[src/rtl/audio_pkg.sv]
// Shared audio definitions: sample width, stereo sample pair and transmitter states.
package audio_pkg;

    localparam int AUDIO_SAMPLE_W = 16;

    typedef struct packed {
        logic [AUDIO_SAMPLE_W-1:0] l;
        logic [AUDIO_SAMPLE_W-1:0] r;
    } sample_pair_t;

    typedef enum logic {
        ST_IDLE = 1'b0,
        ST_RUN  = 1'b1
    } tx_state_t;

endpackage

[src/rtl/audio_bclk_gen.sv]
// Bit-clock generator: toggles bclk every HALF clk cycles while enabled and
// flags the cycle in which the next edge will rise or fall.
module audio_bclk_gen #(
    parameter int HALF = 4
) (
    input  logic clk,
    input  logic reset,
    input  logic enable,
    output logic bclk,
    output logic rise_en,
    output logic fall_en
);

    localparam int CW = (HALF > 1) ? $clog2(HALF) : 1;
    localparam logic [CW-1:0] TC = CW'(HALF - 1);

    logic [CW-1:0] cnt;
    logic          tick;

    assign tick    = enable && (cnt == TC);
    assign rise_en = tick && !bclk;
    assign fall_en = tick && bclk;

    // Disabled generator parks low so the first edge after enable is a full half-period away.
    always_ff @(posedge clk or posedge reset) begin
        if (reset) begin
            cnt  <= '0;
            bclk <= 1'b0;
        end else if (!enable) begin
            cnt  <= '0;
            bclk <= 1'b0;
        end else if (tick) begin
            cnt  <= '0;
            bclk <= ~bclk;
        end else begin
            cnt  <= cnt + 1'b1;
        end
    end

endmodule

[src/rtl/audio_i2s_tx.sv]
// I2S transmitter: buffers one stereo sample per strobe and serialises it as
// 16-bit left/right words in SLOT_BITS-wide slots, MSB first with one-BCLK delay.
//
// state   | meaning
// --------+-----------------------------------------------------------
// ST_IDLE | outputs parked low, waiting for the first sample strobe
// ST_RUN  | BCLK running, one frame per 2*SLOT_BITS bit clocks
module audio_i2s_tx
    import audio_pkg::*;
#(
    parameter int CLK_RATE   = 24576000,
    parameter int AUDIO_RATE = 48000,
    parameter int SLOT_BITS  = 32
) (
    input  logic                      clk,
    input  logic                      reset,
    input  logic                      audio_clk,
    input  logic [AUDIO_SAMPLE_W-1:0] audio_l,
    input  logic [AUDIO_SAMPLE_W-1:0] audio_r,
    output logic                      i2s_bclk,
    output logic                      i2s_lrclk,
    output logic                      i2s_data,
    output logic                      underrun,
    output logic                      overrun
);

    localparam int DIV        = AUDIO_RATE * 2 * SLOT_BITS * 2;
    localparam int HALF       = CLK_RATE / DIV;
    localparam int FRAME_BITS = 2 * SLOT_BITS;
    localparam int CNT_W      = $clog2(FRAME_BITS);
    localparam logic [CNT_W-1:0] CNT_LAST = CNT_W'(FRAME_BITS - 1);
    localparam logic [CNT_W-1:0] SLOT_CNT = CNT_W'(SLOT_BITS);

    if (HALF < 1 || HALF * DIV != CLK_RATE) begin : g_bad_rate
        $error("audio_i2s_tx: CLK_RATE must be an exact multiple of 4*AUDIO_RATE*SLOT_BITS");
    end
    if (SLOT_BITS < AUDIO_SAMPLE_W) begin : g_bad_slot
        $error("audio_i2s_tx: SLOT_BITS must hold a full sample");
    end

    function automatic logic [FRAME_BITS-1:0] pack_frame(input sample_pair_t s);
        logic [FRAME_BITS-1:0] f;
        f = '0;
        f[FRAME_BITS-1 -: AUDIO_SAMPLE_W] = s.l;
        f[SLOT_BITS-1  -: AUDIO_SAMPLE_W] = s.r;
        return f;
    endfunction

    tx_state_t             state;
    sample_pair_t          hold;
    sample_pair_t          last;
    logic                  pending;
    logic [CNT_W-1:0]      bit_cnt;
    logic [CNT_W-1:0]      cnt_next;
    logic [FRAME_BITS-1:0] shift_reg;
    logic                  run_en;
    logic                  bclk_fall;
    logic                  bclk_rise_unused;
    logic                  frame_start;

    assign run_en      = (state == ST_RUN);
    assign frame_start = bclk_fall && (bit_cnt == CNT_LAST);
    assign cnt_next    = (bit_cnt == CNT_LAST) ? '0 : bit_cnt + 1'b1;

    audio_bclk_gen #(
        .HALF(HALF)
    ) u_bclk_gen (
        .clk     (clk),
        .reset   (reset),
        .enable  (run_en),
        .bclk    (i2s_bclk),
        .rise_en (bclk_rise_unused),
        .fall_en (bclk_fall)
    );

    always_ff @(posedge clk or posedge reset) begin
        if (reset) begin
            state     <= ST_IDLE;
            hold      <= '0;
            last      <= '0;
            pending   <= 1'b0;
            bit_cnt   <= '0;
            shift_reg <= '0;
            i2s_lrclk <= 1'b0;
            i2s_data  <= 1'b0;
            underrun  <= 1'b0;
            overrun   <= 1'b0;
        end else begin
            underrun <= 1'b0;
            // A strobe landing on a frame start replaces a sample that is being consumed, not lost.
            overrun  <= audio_clk && pending && !frame_start;
            if (audio_clk) begin
                hold    <= {audio_l, audio_r};
                pending <= 1'b1;
            end else if (frame_start) begin
                pending <= 1'b0;
            end

            case (state)
                ST_IDLE: begin
                    if (audio_clk) begin
                        state   <= ST_RUN;
                        bit_cnt <= CNT_LAST;   // first BCLK fall wraps to 0 and starts a frame
                    end
                end
                ST_RUN: begin
                    if (bclk_fall) begin
                        bit_cnt   <= cnt_next;
                        i2s_lrclk <= (cnt_next >= SLOT_CNT);
                        i2s_data  <= shift_reg[FRAME_BITS-1];
                        if (frame_start) begin
                            if (pending) begin
                                shift_reg <= pack_frame(hold);
                                last      <= hold;
                            end else begin
                                shift_reg <= pack_frame(last);
                                underrun  <= 1'b1;
                            end
                        end else begin
                            shift_reg <= shift_reg << 1;
                        end
                    end
                end
                default: state <= ST_IDLE;
            endcase
        end
    end

endmodule

[config.mk]
export PLATFORM = sky130hd
export DESIGN_NAME = audio_i2s_tx
export DESIGN_NICKNAME = d
export VERILOG_FILES = /design/src/rtl/audio_pkg.sv /design/src/rtl/audio_bclk_gen.sv /design/src/rtl/audio_i2s_tx.sv
export SDC_FILE = /design/constraint.sdc
export NUM_CORES = 1
export LEC_CHECK = 0
export BUFFER_PORTS_ARGS = -buffer_cell sky130_fd_sc_hd__buf_2
export CORE_MARGIN = 2
export CORE_UTILIZATION = 50
export DETAILED_ROUTE_END_ITERATION = 8
export PLACE_DENSITY = 0.71
export SKIP_LAST_GASP = 1
export SYNTH_ARGS = -nofsm -noshare
export SYNTH_HDL_FRONTEND = slang
export SYNTH_SLANG_ARGS = --single-unit
[constraint.sdc]
create_clock -name clk -period 3.1 [get_ports clk]
set_input_delay 0 -clock clk [delete_from_list [all_inputs] [get_ports clk]]
set_output_delay 0 -clock clk [all_outputs]
set_load 0.01 [all_outputs]
==> results of run 1 <==
[critical path: cells and delay by family (launching register included)]
kind | cells | cell delay [ns]
buffers and inverters | 1 | 0.42
adder cells (fa/ha/maj) | 1 | 0.32
flip-flops | 1 | 0.39
AO/OA/AOI/OAI | 2 | 0.48
AND/OR/NAND/NOR | 2 | 0.56
[final cells by class]
cell class                 count  area, um2
clock buffer                  21        439
clock inverter                 8        140
fill                         879       4110
inverter                       3       15.0
multi-input combinational    349       2070
sequential                   127       3180
tap                          140        175
timing repair buffer          82        626
[cells by family after synthesis]
group	count (synthesis)
compound gates	70
simple gates	233
fa+ha+maj	2
xor+xnor	1
buf+inv	40
mux	43
flops	127
[power groups by stage]
stage / clock (W) / combinational (W) / sequential, W
6_report: 0.00198 / 0.00114 / 0.00250
5_1_grt: 0.00208 / 0.00130 / 0.00256
4_1_cts: 0.00200 / 0.00115 / 0.00250
3_5_place_dp: 0 / 0.00110 / 0.00251
3_3_place_gp: 0 / 0.00106 / 0.00248
2_1_floorplan: 0 / 0.000892 / 0.00242
[per-stage QoR]
step	cells	worst slack, ns	util (%)	power, W
finish	730	0.800	61.8	0.00562
global route	730	0.671	61.8	0.00594
CTS	730	0.799	61.8	0.00565
detailed placement	668	0.835	53.3	0.00361
global placement	668	0.892	53.3	0.00354
floorplan	516	1.31	-	0.00331
[metal layers]
| metal | share of wire (%) | GRT usage (%) | vias to the layer above |
|---|---|---|---|
| li1 | - | - | 1916 |
| met1 | 45 | 31.0 | 2048 |
| met2 | 48 | 35.8 | 131 |
| met3 | 4.9 | 6.03 | 16 |
| met4 | 1.3 | 7.05 | 0 |
| met5 | 0 | 0 | - |
[cells in the final DEF, fill, tap and decap left out, types with 5 or more instances in the layout]
cell type and count:
clkbuf_16 16, nor2_1 8, mux2i_1 11, buf_4 8
nand4b_1 9, nand3_1 20, o211ai_1 5, dfrtp_1 127
a21oi_1 12, a221o_1 11, nand2_1 160, nor4b_1 5
buf_2 39, nand4_1 10, dlygate4sd3_1 33, o21ai_0 21
mux2_2 32
[how the worst max path moves through the flow]
stage	depth (start not counted)	slack (ns)	start	to
2_1_floorplan	7	1.31	u_bclk_gen.cnt[0]$_DFF_PP0_	shift_reg[49]$_DFFE_PP0P_
3_3_place_gp	6	0.89	u_bclk_gen.cnt[0]$_DFF_PP0_	shift_reg[49]$_DFFE_PP0P_
3_5_place_dp	6	0.83	bit_cnt[0]$_DFFE_PP0P_	bit_cnt[3]$_DFFE_PP0P_
4_1_cts	6	0.80	u_bclk_gen.cnt[0]$_DFF_PP0_	shift_reg[50]$_DFFE_PP0P_
5_1_grt	6	0.67	bit_cnt[0]$_DFFE_PP0P_	bit_cnt[3]$_DFFE_PP0P_
6_report	6	0.80	bit_cnt[0]$_DFFE_PP0P_	bit_cnt[3]$_DFFE_PP0P_
==> qor.yml, run 1 <==
status: "finished, final reports clean"
drive_gt1_share_pct: 20.0
p_leak_nw: 3.06
path_clk_slew_ns: 0.06
async_flop_share_pct: 100
finalClockSkew_ns: 0.00849
grt_first_pass_wirelength_mm: 20.4
seqPwrFrac_pct: 44.5
setup_violations: 0
p_per_area_mw_per_mm2: 847
wl_mm: 11.9
ys_types: 44
diodes: 0
fp.coreArea_mm2: 0.0107
syn_area_mm2: 0.00544
slew_headroom_pct: 45.9
cts_tree: "built"
yosys-top-cells-area: "dfrtp_1 (58%), nand2_1 (11%), mux2_2 (6.6%), a221o_1 (2.0%), mux2i_1 (2.0%)"
worst-setup-path-type: "flop to flop"
io_pins: 40
vias: 4111
combinationalPowerShare_pct: 20.3
grt_pass1_vias: 4159
cts_sinks: 127
die_width_um: 108
start_util_pct: 50.6
intPower_w: 0.00396
routedWlPerCell_um: 16.3
required_ns: 3.50
cts_root_buffer: "clkbuf_8"
rsz0062_at_grt: "no"
gp_congestion: 0.815
synth_edf_count: 0
r2r_start: "bit_cnt[0]$_DFFE_PP0P_"
yosys-mux-area-fraction_pct: 8.65
hold_viol: 0
ys_ff_latch: 127
post-cts-setup-buffers: 0
hold_slack_ns: 0.0628
fmax_mhz: 435
numCtsBuffers: 17
antenna_found_initial: 0
largest_register_ffs: 48
dpl.hpwl_mm: 6.84
hold_path_class: "primary input to asynchronous set/reset pin"
synth_top_area_share_pct: 58.5
peakVddDrop_mv: 0.381
grt_use_total_pct: 22.7
nNetsFinal: 617
synth_simple_gate_area_share_pct: 19.8
reg2reg_setup_slack_ns: 0.80
yosysMostFrequentCell: "nand2_1"
synth_area_leader_cell: "dfrtp_1"
r2r_cells: 6
die_area_mm2: 0.0117
clockBufferDepth: 2
viasPerCell: 5.63
worstPathArrival_ns: 2.70
grt-ovfl-total: 0
final_area_mm2: 0.00664
post-route-drc-count: 0
setup_tns_ns: 0
syn_nets: 553
synth_compound_area_share_pct: 8.81
dr.pass1.iters: 5
start_kind: "flop"
placed_area_mm2: 0.00573
power.clock.fraction_pct: 35.2
r2r-end: "bit_cnt[3]$_DFFE_PP0P_"
drv_slew: 0
synth_common_cells: "nand2_1 (160), dfrtp_1 (127), mux2_2 (32), nand3_1 (21), o21ai_0 (21)"
drt_iter0_drc: 320
syn_avg_cell_area_um2: 10.5
finalCritPeriodShare_pct: 74.2
num_rows: 38
syn2layout_area_growth_pct: 22.1
holdBufCountCts: 33
critPathCaptureType: "flop"
post-route-min-period_ns: 2.30
synth_top_family_by_area: "simple AND/OR/NAND/NOR gates"
p_sw_w: 0.00166
grt_max_degree: 61
maxCapViolCount: 0
cts_resized: 0
syn_inst: 516
yosysSeqAreaShare_pct: 58.5
ant_nets: 0
die_h_um: 108
h-tree-depth: 4
insertion_delay_ns: 0.52
crit_chain: "ha_1 > nand4_4 > nor2_2 > buf_4 > o21ai_0 > a211o_1"
port_buffers: 39
cpMaxStageDelayCell: "buf_4"
synth_adder_area_share_pct: 0.460
yosysWarnings: 0
synth-xor-area-share_pct: 0.161
crit_fanout: 35
ys.flop_type: "dfrtp_1"
p_sw_share_pct: 29.5
worst_pin_slew_ns: 0.811
slowest_delay_ns: 0.42
Note: power is estimated with default switching activity, not from simulation.
==> run 2: changes to the inputs <==
PLACE_DENSITY = 0.68   (was 0.71)
clock period = 2.2 ns   (was 3.1 ns; I/O delays follow)
==> run 2 against run 1 <==
  * Global-route usage is 0.45 points higher
  * First-iteration DRC count is 0.63% higher
  * Hold slack better by 0.095 ns
  * Via count is 1.0% higher
  * Wire length is 1.7% higher
  * Clock power is 41% higher
  * Clock-buffer cell count stayed put
  * Critical path depth stayed put
  * Maximum frequency is 15% higher
==> qor.yml, run 2 (synthesized netlist as in run 1, its figures left out) <==
die_h_um: 108
crit_fanout: 39
antenna_found_initial: 0
finalClockSkew_ns: 0.00757
worst-setup-path-type: "flop to flop"
cpMaxStageDelayCell: "buf_4"
slowest_delay_ns: 0.44
routedWlPerCell_um: 16.2
p_per_area_mw_per_mm2: 1170
dp_cells: 672
gp_congestion: 0.784
setup_tns_ns: 0
dr.pass1.iters: 4
mostFrequentLayoutCells: "nand2_1 (160), dfrtp_1 (127), dlygate4sd3_1 (45)"
grt_use_total_pct: 23.1
viasPerCell: 5.54
nFillCells: 865
fp.coreArea_mm2: 0.0107
finalCritPeriodShare_pct: 91.0
start_util_pct: 50.6
crit_chain: "ha_1 > and3_2 > buf_4 > buf_4 > nand2_1 > o21ai_0"
hold_viol: 0
path_clk_slew_ns: 0.06
drive_gt1_share_pct: 20.9
cpMostUsedCell: "buf_4"
worst_pin_slew_ns: 0.754
cts_sinks: 127
wl_mm: 12.1
status: "finished, final reports clean"
largest_register_ffs: 48
port_buffers: 39
nNetsFinal: 633
drv_slew: 0
dpl.hpwl_mm: 6.86
fmax_mhz: 499
worstPathArrival_ns: 2.43
grt_pass1_vias: 4150
peakVddDrop_mv: 0.679
num_rows: 38
maxCapViolCount: 0
insertion_delay_ns: 0.52
post-route-min-period_ns: 2.00
critPathCaptureType: "flop"
grt_max_degree: 61
reg2reg_setup_slack_ns: 0.20
vias: 4152
post-cts-setup-buffers: 0
p_leak_nw: 3.15
required_ns: 2.63
die_area_mm2: 0.0117
finalNonFillerCells: 749
setup_violations: 0
slew_headroom_pct: 49.7
grt_first_pass_wirelength_mm: 20.7
numCtsBuffers: 17
clockBufferDepth: 2
die_width_um: 108
syn2layout_area_growth_pct: 25.9
cts_root_buffer: "clkbuf_8"
cts_tree: "built"
diodes: 0
post-route-drc-count: 0
start_kind: "flop"
h-tree-depth: 4
drt_iter0_drc: 322
grt-ovfl-total: 0
io_pins: 40
hold_path_class: "primary input to asynchronous set/reset pin"
rsz0062_at_grt: "no"
r2r_start: "u_bclk_gen.cnt[0]$_DFF_PP0_"
r2r_cells: 6
layout_commonest_cell: "nand2_1"
r2r-end: "shift_reg[37]$_DFFE_PP0P_"
ant_nets: 0
==> run 2: cell type report <==
| type | count | area, um2 | share of cell area, % |
|---|---|---|---|
| sequential | 127 | 3180 | 46.4 |
| multi-input combinational | 349 | 2070 | 30.2 |
| timing repair buffer | 98 | 813 | 11.9 |
| clock buffer | 21 | 459 | 6.71 |
| tap | 140 | 175 | 2.56 |
| clock inverter | 11 | 138 | 2.01 |
| inverter | 3 | 15.0 | 0.219 |
==> run 2: layer usage <==
layer | part of all wire (%) | global-route usage [%]
met2 | 48 | 35.1
met1 | 46 | 32.5
met5 | 0 | 0
met3 | 5.0 | 5.55
met4 | 1.3 | 8.88
==> run 2: worst max-delay path, delay by kind of cell, from the launching register on <==
| family | cells | cell delay, ns |
|---|---|---|
| buffers and inverters | 2 | 0.78 |
| DFF | 1 | 0.36 |
| and+or+nand+nor | 2 | 0.35 |
| adders and majority gates | 1 | 0.24 |
| AOI/OAI and AO/OA | 1 | 0.18 |
==> run 2: worst max path at each step <==
stage	endpoint	slack, ns	from
finish	shift_reg[37]$_DFFE_PP0P_	0.20	u_bclk_gen.cnt[0]$_DFF_PP0_
global route	shift_reg[38]$_DFFE_PP0P_	0.03	u_bclk_gen.cnt[0]$_DFF_PP0_
CTS	shift_reg[37]$_DFFE_PP0P_	0.22	u_bclk_gen.cnt[0]$_DFF_PP0_
detailed placement	shift_reg[37]$_DFFE_PP0P_	0.25	u_bclk_gen.cnt[0]$_DFF_PP0_
global placement	shift_reg[37]$_DFFE_PP0P_	0.31	u_bclk_gen.cnt[0]$_DFF_PP0_
floorplan	shift_reg[49]$_DFFE_PP0P_	0.41	u_bclk_gen.cnt[0]$_DFF_PP0_
==> run 2: report_power, final <==
part / switching (W) / internal [W]
clock: 0.000997 / 0.00180
sequential: 0.000474 / 0.00305
combinational: 0.000936 / 0.000770
total: 0.00241 / 0.00562
==> run 2: timing repair <==
item                      4_1_cts  5_1_grt
hold endpoints to repair       64        0
hold buffers                   45        0
resized for setup               0        0
==> run 2: through the flow <==
stage	util, %	setup WS, ns	hold slack, ns	total power [W]	cell area [um2]
5_1_grt	63.7	0.0277	0.205	0.00849	6850
2_1_floorplan	-	0.405	0.152	0.00466	5440
4_1_cts	63.7	0.218	0.170	0.00806	6850
6_report	63.7	0.198	0.158	0.00803	6850
3_5_place_dp	54.0	0.246	0.171	0.00514	5800
3_3_place_gp	54.0	0.308	0.163	0.00507	5800
